--- config.mk ---
export PLATFORM = sky130hd
export DESIGN_NAME = cdb_arbiter
export DESIGN_NICKNAME = d
export VERILOG_FILES = /design/src/rtl/cdb_arbiter.sv
export SDC_FILE = /design/constraint.sdc
export NUM_CORES = 1
export LEC_CHECK = 0
export CORE_AREA = 5 5 138 140
export CTS_CLUSTER_DIAMETER = 60
export DETAILED_ROUTE_END_ITERATION = 7
export DIE_AREA = 0 0 143 145
export HOLD_SLACK_MARGIN = 0.08
export PLACE_DENSITY_LB_ADDON = 0.25
export SLEW_MARGIN = 10
export SYNTH_ARGS = -nofsm -noshare
export SYNTH_HDL_FRONTEND = slang
export SYNTH_SLANG_ARGS = --single-unit
--- constraint.sdc ---
create_clock -name clk_in -period 5.7 [get_ports clk_in]
set_input_delay 1.425 -clock clk_in [delete_from_list [all_inputs] [get_ports clk_in]]
set_output_delay 1.425 -clock clk_in [all_outputs]
set_load 0.01 [all_outputs]
--- src/rtl/cdb_arbiter.sv ---
// CDB arbiter: grants one functional-unit result per cycle onto the registered common data bus.
// Define CDB_ARB_AGE_PRIORITY_EN for oldest-ROB-entry-first selection; the default build uses round-robin.
module cdb_arbiter #(
  parameter int unsigned NUM_FU   = 4,
  parameter int unsigned ROB_SIZE = 8,
  localparam int unsigned ROB_IX  = $clog2(ROB_SIZE) - 1,
  localparam int unsigned PTR_W   = (NUM_FU > 1) ? $clog2(NUM_FU) : 1
) (
  input  logic                           clk_in,
  input  logic                           rst_n_in,
  input  logic [ROB_IX:0]                rob_head_in,
  input  logic                           flush_in,
  input  logic [NUM_FU-1:0]              fu_valid_in,
  input  logic [NUM_FU-1:0][ROB_IX:0]    fu_rob_ix_in,
  input  logic [NUM_FU-1:0][31:0]        fu_value_in,
  input  logic [NUM_FU-1:0][31:0]        fu_dest_in,
  output logic [NUM_FU-1:0]              fu_ready_out,
  output logic                           cdb_valid_out,
  output logic [ROB_IX:0]                cdb_rob_ix_out,
  output logic signed [31:0]             cdb_value_out,
  output logic signed [31:0]             cdb_dest_out,
  output logic [15:0]                    grant_count_out
);

  logic             win_found;
  logic [PTR_W-1:0] win_ix;
  logic             transfer;

  logic             cdb_valid_q, cdb_valid_d;
  logic [ROB_IX:0]  cdb_rob_ix_q, cdb_rob_ix_d;
  logic [31:0]      cdb_value_q, cdb_value_d;
  logic [31:0]      cdb_dest_q, cdb_dest_d;
  logic [15:0]      grant_count_q, grant_count_d;
  logic [PTR_W-1:0] rr_ptr_q, rr_ptr_d;

`ifdef CDB_ARB_AGE_PRIORITY_EN
  logic [ROB_IX:0]  best_age;
  logic [ROB_IX:0]  age;
  logic             unused_rr;

  // Strict less-than keeps the lowest FU index on equal ages.
  always_comb begin
    win_found = 1'b0;
    win_ix    = '0;
    best_age  = '0;
    age       = '0;
    for (int unsigned i = 0; i < NUM_FU; i++) begin
      age = fu_rob_ix_in[i] - rob_head_in;
      if (fu_valid_in[i] && (!win_found || age < best_age)) begin
        win_found = 1'b1;
        win_ix    = PTR_W'(i);
        best_age  = age;
      end
    end
  end

  assign unused_rr = ^rr_ptr_d;
`else
  int unsigned cand;
  logic        unused_head;

  always_comb begin
    win_found = 1'b0;
    win_ix    = '0;
    cand      = 0;
    for (int unsigned off = 0; off < NUM_FU; off++) begin
      cand = (32'(rr_ptr_q) + off) % NUM_FU;
      if (!win_found && fu_valid_in[cand]) begin
        win_found = 1'b1;
        win_ix    = PTR_W'(cand);
      end
    end
  end

  assign unused_head = ^rob_head_in;
`endif

  // Reset and flush both mask the grant combinationally.
  assign transfer     = win_found && !flush_in && rst_n_in;
  assign fu_ready_out = transfer ? (NUM_FU'(1) << win_ix) : '0;

  always_comb begin
    cdb_valid_d   = 1'b0;
    cdb_rob_ix_d  = cdb_rob_ix_q;
    cdb_value_d   = cdb_value_q;
    cdb_dest_d    = cdb_dest_q;
    grant_count_d = grant_count_q;
    rr_ptr_d      = rr_ptr_q;
    if (flush_in) begin
      cdb_rob_ix_d = '0;
      cdb_value_d  = '0;
      cdb_dest_d   = '0;
    end else if (transfer) begin
      cdb_valid_d  = 1'b1;
      cdb_rob_ix_d = fu_rob_ix_in[win_ix];
      cdb_value_d  = fu_value_in[win_ix];
      cdb_dest_d   = fu_dest_in[win_ix];
      rr_ptr_d     = PTR_W'((32'(win_ix) + 1) % NUM_FU);
      if (grant_count_q != '1) begin
        grant_count_d = grant_count_q + 16'd1;
      end
    end
  end

  always_ff @(posedge clk_in or negedge rst_n_in) begin
    if (!rst_n_in) begin
      cdb_valid_q   <= 1'b0;
      cdb_rob_ix_q  <= '0;
      cdb_value_q   <= '0;
      cdb_dest_q    <= '0;
      grant_count_q <= '0;
      rr_ptr_q      <= '0;
    end else begin
      cdb_valid_q   <= cdb_valid_d;
      cdb_rob_ix_q  <= cdb_rob_ix_d;
      cdb_value_q   <= cdb_value_d;
      cdb_dest_q    <= cdb_dest_d;
      grant_count_q <= grant_count_d;
      rr_ptr_q      <= rr_ptr_d;
    end
  end

  assign cdb_valid_out   = cdb_valid_q;
  assign cdb_rob_ix_out  = cdb_rob_ix_q;
  assign cdb_value_out   = cdb_value_q;
  assign cdb_dest_out    = cdb_dest_q;
  assign grant_count_out = grant_count_q;

endmodule

Word level (Yosys, flattened, before mapping)
Index checks and enable logic that the tools add are counted.

Register bits after elaboration: 86. Memories kept: 0. Memory bits (read-only): 0. Bits in latches: 0. Memory bits (writable): 0. Input port bits: 278. Output and inout bits: 88. Logic and storage cells: 62.

Multiplexer cells: 31. Equality and inequality tests: 1. Add/sub/neg operators: 5. Multiply operators: 0. $lt $le $gt $ge: 5. Bitwise operators: 1. Shifts and indexed selects: 1. Reduce and logical (&&, ||, !) cells: 12. Divide/modulo/power cells: 0.

Operators with widths (count): two-way mux 32 bit (6); binary-select mux 32 bit (select 2 bit) (2); adder 16 x 1 -> 16 bit, second input constant (1); inequality test 16 bit, second input constant (1); less-than comparator 2 x 3 -> 1 bit, second input constant (5); two-way mux 1 bit (10); two-way mux 3 bit (3); binary-select mux 1 bit (select 2 bit) (4); two-way mux 2 bit (4); binary-select mux 3 bit (select 2 bit) (1); logical AND 1 bit (5); adder 2 x 1 -> 2 bit, second input constant (2); adder 2 bit, second input constant (2); logical NOT 1 bit (4); two-way mux 4 bit (1); left shift 1 x 2 -> 4 bit, first input constant (1); AND reduction 3 bit (1); AND reduction 2 bit (1); nonzero test 2 bit (1); inverter 1 bit (1).

Depth between registers and ports, before layout
Depth after elaboration: 16. Gate-level depth with buffers: 9.

Worst setup path before layout
No wires, ideal clock.

Path type: input-to-output. Start point: input port fu_valid_in[0]. End point: output port fu_ready_out[2]. Required time: 4.275 ns. Setup slack: 1.678 ns. Stages on the path: 7. Path buffers: 2. Data arrival time: 2.597 ns. Cell sequence: o41ai_2 -> or2_1 -> buf_4 -> inv_2 -> nand2_4 -> buf_2 -> nor2_1.

Longest elaborated chain between the ends: 15. Elaborated cells between the ends (all ways): 26. Those cells by class: 1 x shift; 17 x mux; 8 x reduce/logical.

RTL lines: from (decl) (line 13) `input logic [NUM_FU-1:0] fu_valid_in,`; binary-select mux 1 bit (select 2 bit) (line 68) `if (!win_found && fu_valid_in[cand]) begin`; two-way mux 1 bit (not written as such) (line 68); two-way mux 1 bit (line 68); logical NOT 1 bit (line 68); logical AND 1 bit (line 68); two-way mux 1 bit (line 68); logical NOT 1 bit (line 68); logical AND 1 bit (line 68); two-way mux 1 bit (line 68); logical NOT 1 bit (line 68); logical AND 1 bit (line 68); two-way mux 1 bit (line 68); logical AND 1 bit (2 in series) (line 79) `assign transfer = win_found && !flush_in && rst_n_in;`; two-way mux 4 bit * (line 80) `assign fu_ready_out = transfer ? (NUM_FU'(1) << win_ix) : '0;`; to (decl) (line 17) `output logic [NUM_FU-1:0] fu_ready_out,`.

Mark *: on every way between the ends. The rest lies on a longest branch, timed or not. The select of a mux whose other input is x is not followed.

Worst setup path after layout
Start point: input port fu_valid_in[3]. End point: output port fu_ready_out[3].

Same word-level chain as after synthesis.

==> impl_metrics.ini <==
[timing]
setup_tns_ns = 0
finalCritPeriodShare = 0.873
slew_violations = 0
setup_viol = 0
fmax_mhz = 201
slew_headroom = 0.359
rsz0062_at_grt = no
timing.final.hold_violations = 0
post-route-min-period_ns = 4.98
tightest_slew_ns = 0.961
finClkSkew_ns = 0.00593
worst_slack_ns = 0.722

[floorplan]
initial_utilization = 0.325
die_h_um = 145
fp.coreArea_um2 = 17700
die_w_um = 143
ioPinCount = 366
rows = 49
dieArea_um2 = 20700

[place]
placed_cells = 1175
io_buffers = 362
pre_cts_slack_ns = 0.714
gp_congestion = 0.814
placed_area_um2 = 9460
dp_hpwl_um = 16600

[synthesis]
syn-num-nets = 909
synthArstFlopShare = 1.00
avgSynthCellArea_um2 = 9.15
synth-seq-cells = 86
ys_warn_count = 0
ys_types = 48
synth_top_area_cell = dfrtp_1
syn_inst = 630
synth_common_cells = 86 x dfrtp_1, 77 x nand2_1, 74 x nand3_1
synth_area_leaders = dfrtp_1 37%, mux2i_1 12%, a21o_1 8.7%, nand3_1 6.4%, o211ai_1 6.2%
syn_area_um2 = 5770
ys.flop_type = dfrtp_1
yosysSeqAreaShare = 0.373
yosys.cell_count.top_type = dfrtp_1
synth_edf_count = 0
yosysTopAreaCellShare = 0.373

[global_routing]
grt_pass1_vias = 6275
grt_pass1_wl_um = 35600
overflow = 0
grt_max_degree = 68
grt_util_all_layers = 0.218
grt_antenna_before_repair = 0

[critical_path]
cp_data_arrival_time_ns = 3.55
r2r_cells = 7
crit_path_end = fu_ready_out[3]
cp_slowest_cell = clkdlybuf4s50_1
rrSetupSlack_ns = 2.80
crit_fanout = 7
worstSetupPathType = input port to output port
cp_cell_sequence = clkdlybuf4s50_1, o41ai_2, or2_1, inv_2, and3_1, clkdlybuf4s50_1
crit_start = fu_valid_in[3]
r2r_start = rr_ptr_q[1]
max_stage_delay_ns = 0.49
required_ns = 4.28
path_common_cell = clkdlybuf4s50_1
start_kind = input port
r2r_end = cdb_dest_out[19]
crit_path_end_kind = output port

[power_and_ir_drop]
max-vdd-ir-drop_v = 0.000162
powerDensity_nw_per_um2 = 268
leakagePower_nw = 3.97
power_mw = 2.62

[routing]
ant_nets = 0
wire_per_inst_um = 19.9
drt-initial-drc-count = 282
wirelength_um = 23600
vias = 6172
drc_errors = 0
viasPerCell = 5.19
drt-pass1-iter-count = 4

[cells_and_area]
final_cells = 1190
layout.nets = 1236
area_growth_pct = 69.6
layout-drive-gt1-share = 0.0656
diodes = 0
nFillCells = 1632
final_area_um2 = 9780

[clock_network]
cts-resized-gates = 0
clock_latency_ns = 0.34
htree_levels = 3
path_clk_slew_ns = 0.06
cts_max_path_buffers = 2
cts_tree = done
holdBufCountCts = 0
cts_setup_buffers = 0
cts_inserted_buffers = 9
cts_root_buf = clkbuf_16
clock-sinks = 86

[run]
cap_violations = 0

[min_path]
hp-class = flop to flop

[outcome]
outcome = finished clean
[routing by layer]
metal	track usage	wire [µm]
met3	0.0566	2200
met1	0.268	9240
met2	0.367	11600
met4	0.0784	631
met5	0	0
[critical path: cells and delay by family]
kind / cells / cell delay, ns
buffers and inverters: 3 / 1.10
AOI/OAI and AO/OA: 1 / 0.45
and+or+nand+nor: 2 / 0.57
[metrics by stage]
stage,util,hold slack [ns]
finish,0.552,0.496
CTS,0.552,0.500
detailed placement,0.534,0.486
global route,0.552,0.517
floorplan,-,0.526
global placement,0.534,0.475
[cell usage in the layout (no fill, tap or decap), types with 9 or more instances in the layout]
cell / instances
o211ai_2: 19
nand2_1: 77
clkbuf_16: 9
dfrtp_1: 86
o21ai_0: 67
xnor2_1: 10
nand3_1: 74
clkdlybuf4s50_1: 361
buf_4: 12
a21o_1: 67
o211ai_1: 48
mux2i_1: 67
[flip-flops by register name (all words and copies together) (netlist names)]
register         cells
cdb_value_out       32
cdb_valid_out        1
grant_count_out     16
rr_ptr_q             2
cdb_dest_out        32
cdb_rob_ix_out       3
[kinds of logic after synthesis]
logic type      Yosys count  share of synthesized area
buf+inv                  62                     0.0584
flops                    86                      0.373
simple gates            181                      0.150
mux                      70                      0.123
compound gates          217                      0.274
fa+ha+maj                 1                    0.00217
xor+xnor                 13                     0.0197
[worst min path at each step]
stage	to	from	depth (start not counted)
6_report	cdb_value_out[21]	cdb_value_out[21]	2
5_1_grt	grant_count_out[8]	grant_count_out[8]	1
4_1_cts	cdb_value_out[20]	cdb_value_out[20]	2
3_5_place_dp	cdb_value_out[25]	cdb_value_out[25]	2
3_3_place_gp	cdb_value_out[21]	cdb_value_out[21]	2
2_1_floorplan	grant_count_out[8]	grant_count_out[8]	1
[power breakdown]
group	switching (mW)	internal [mW]
Clock	0.247	0.406
Combinational	0.567	0.592
Sequential	0.0848	0.721
Total	0.899	1.72
[layout make-up]
| type | instances | area, µm² | share of cell area |
|---|---|---|---|
| clock inverters | 3 | 67.6 | 0.00691 |
| well taps | 229 | 287 | 0.0293 |
| clock buffers | 12 | 256 | 0.0262 |
| repair buffers | 373 | 3700 | 0.379 |
| multi-input cells | 482 | 3300 | 0.337 |
| inverters | 5 | 18.8 | 0.00192 |
| flip-flops and latches | 86 | 2150 | 0.220 |
Note: power is estimated with default switching activity, not from simulation.
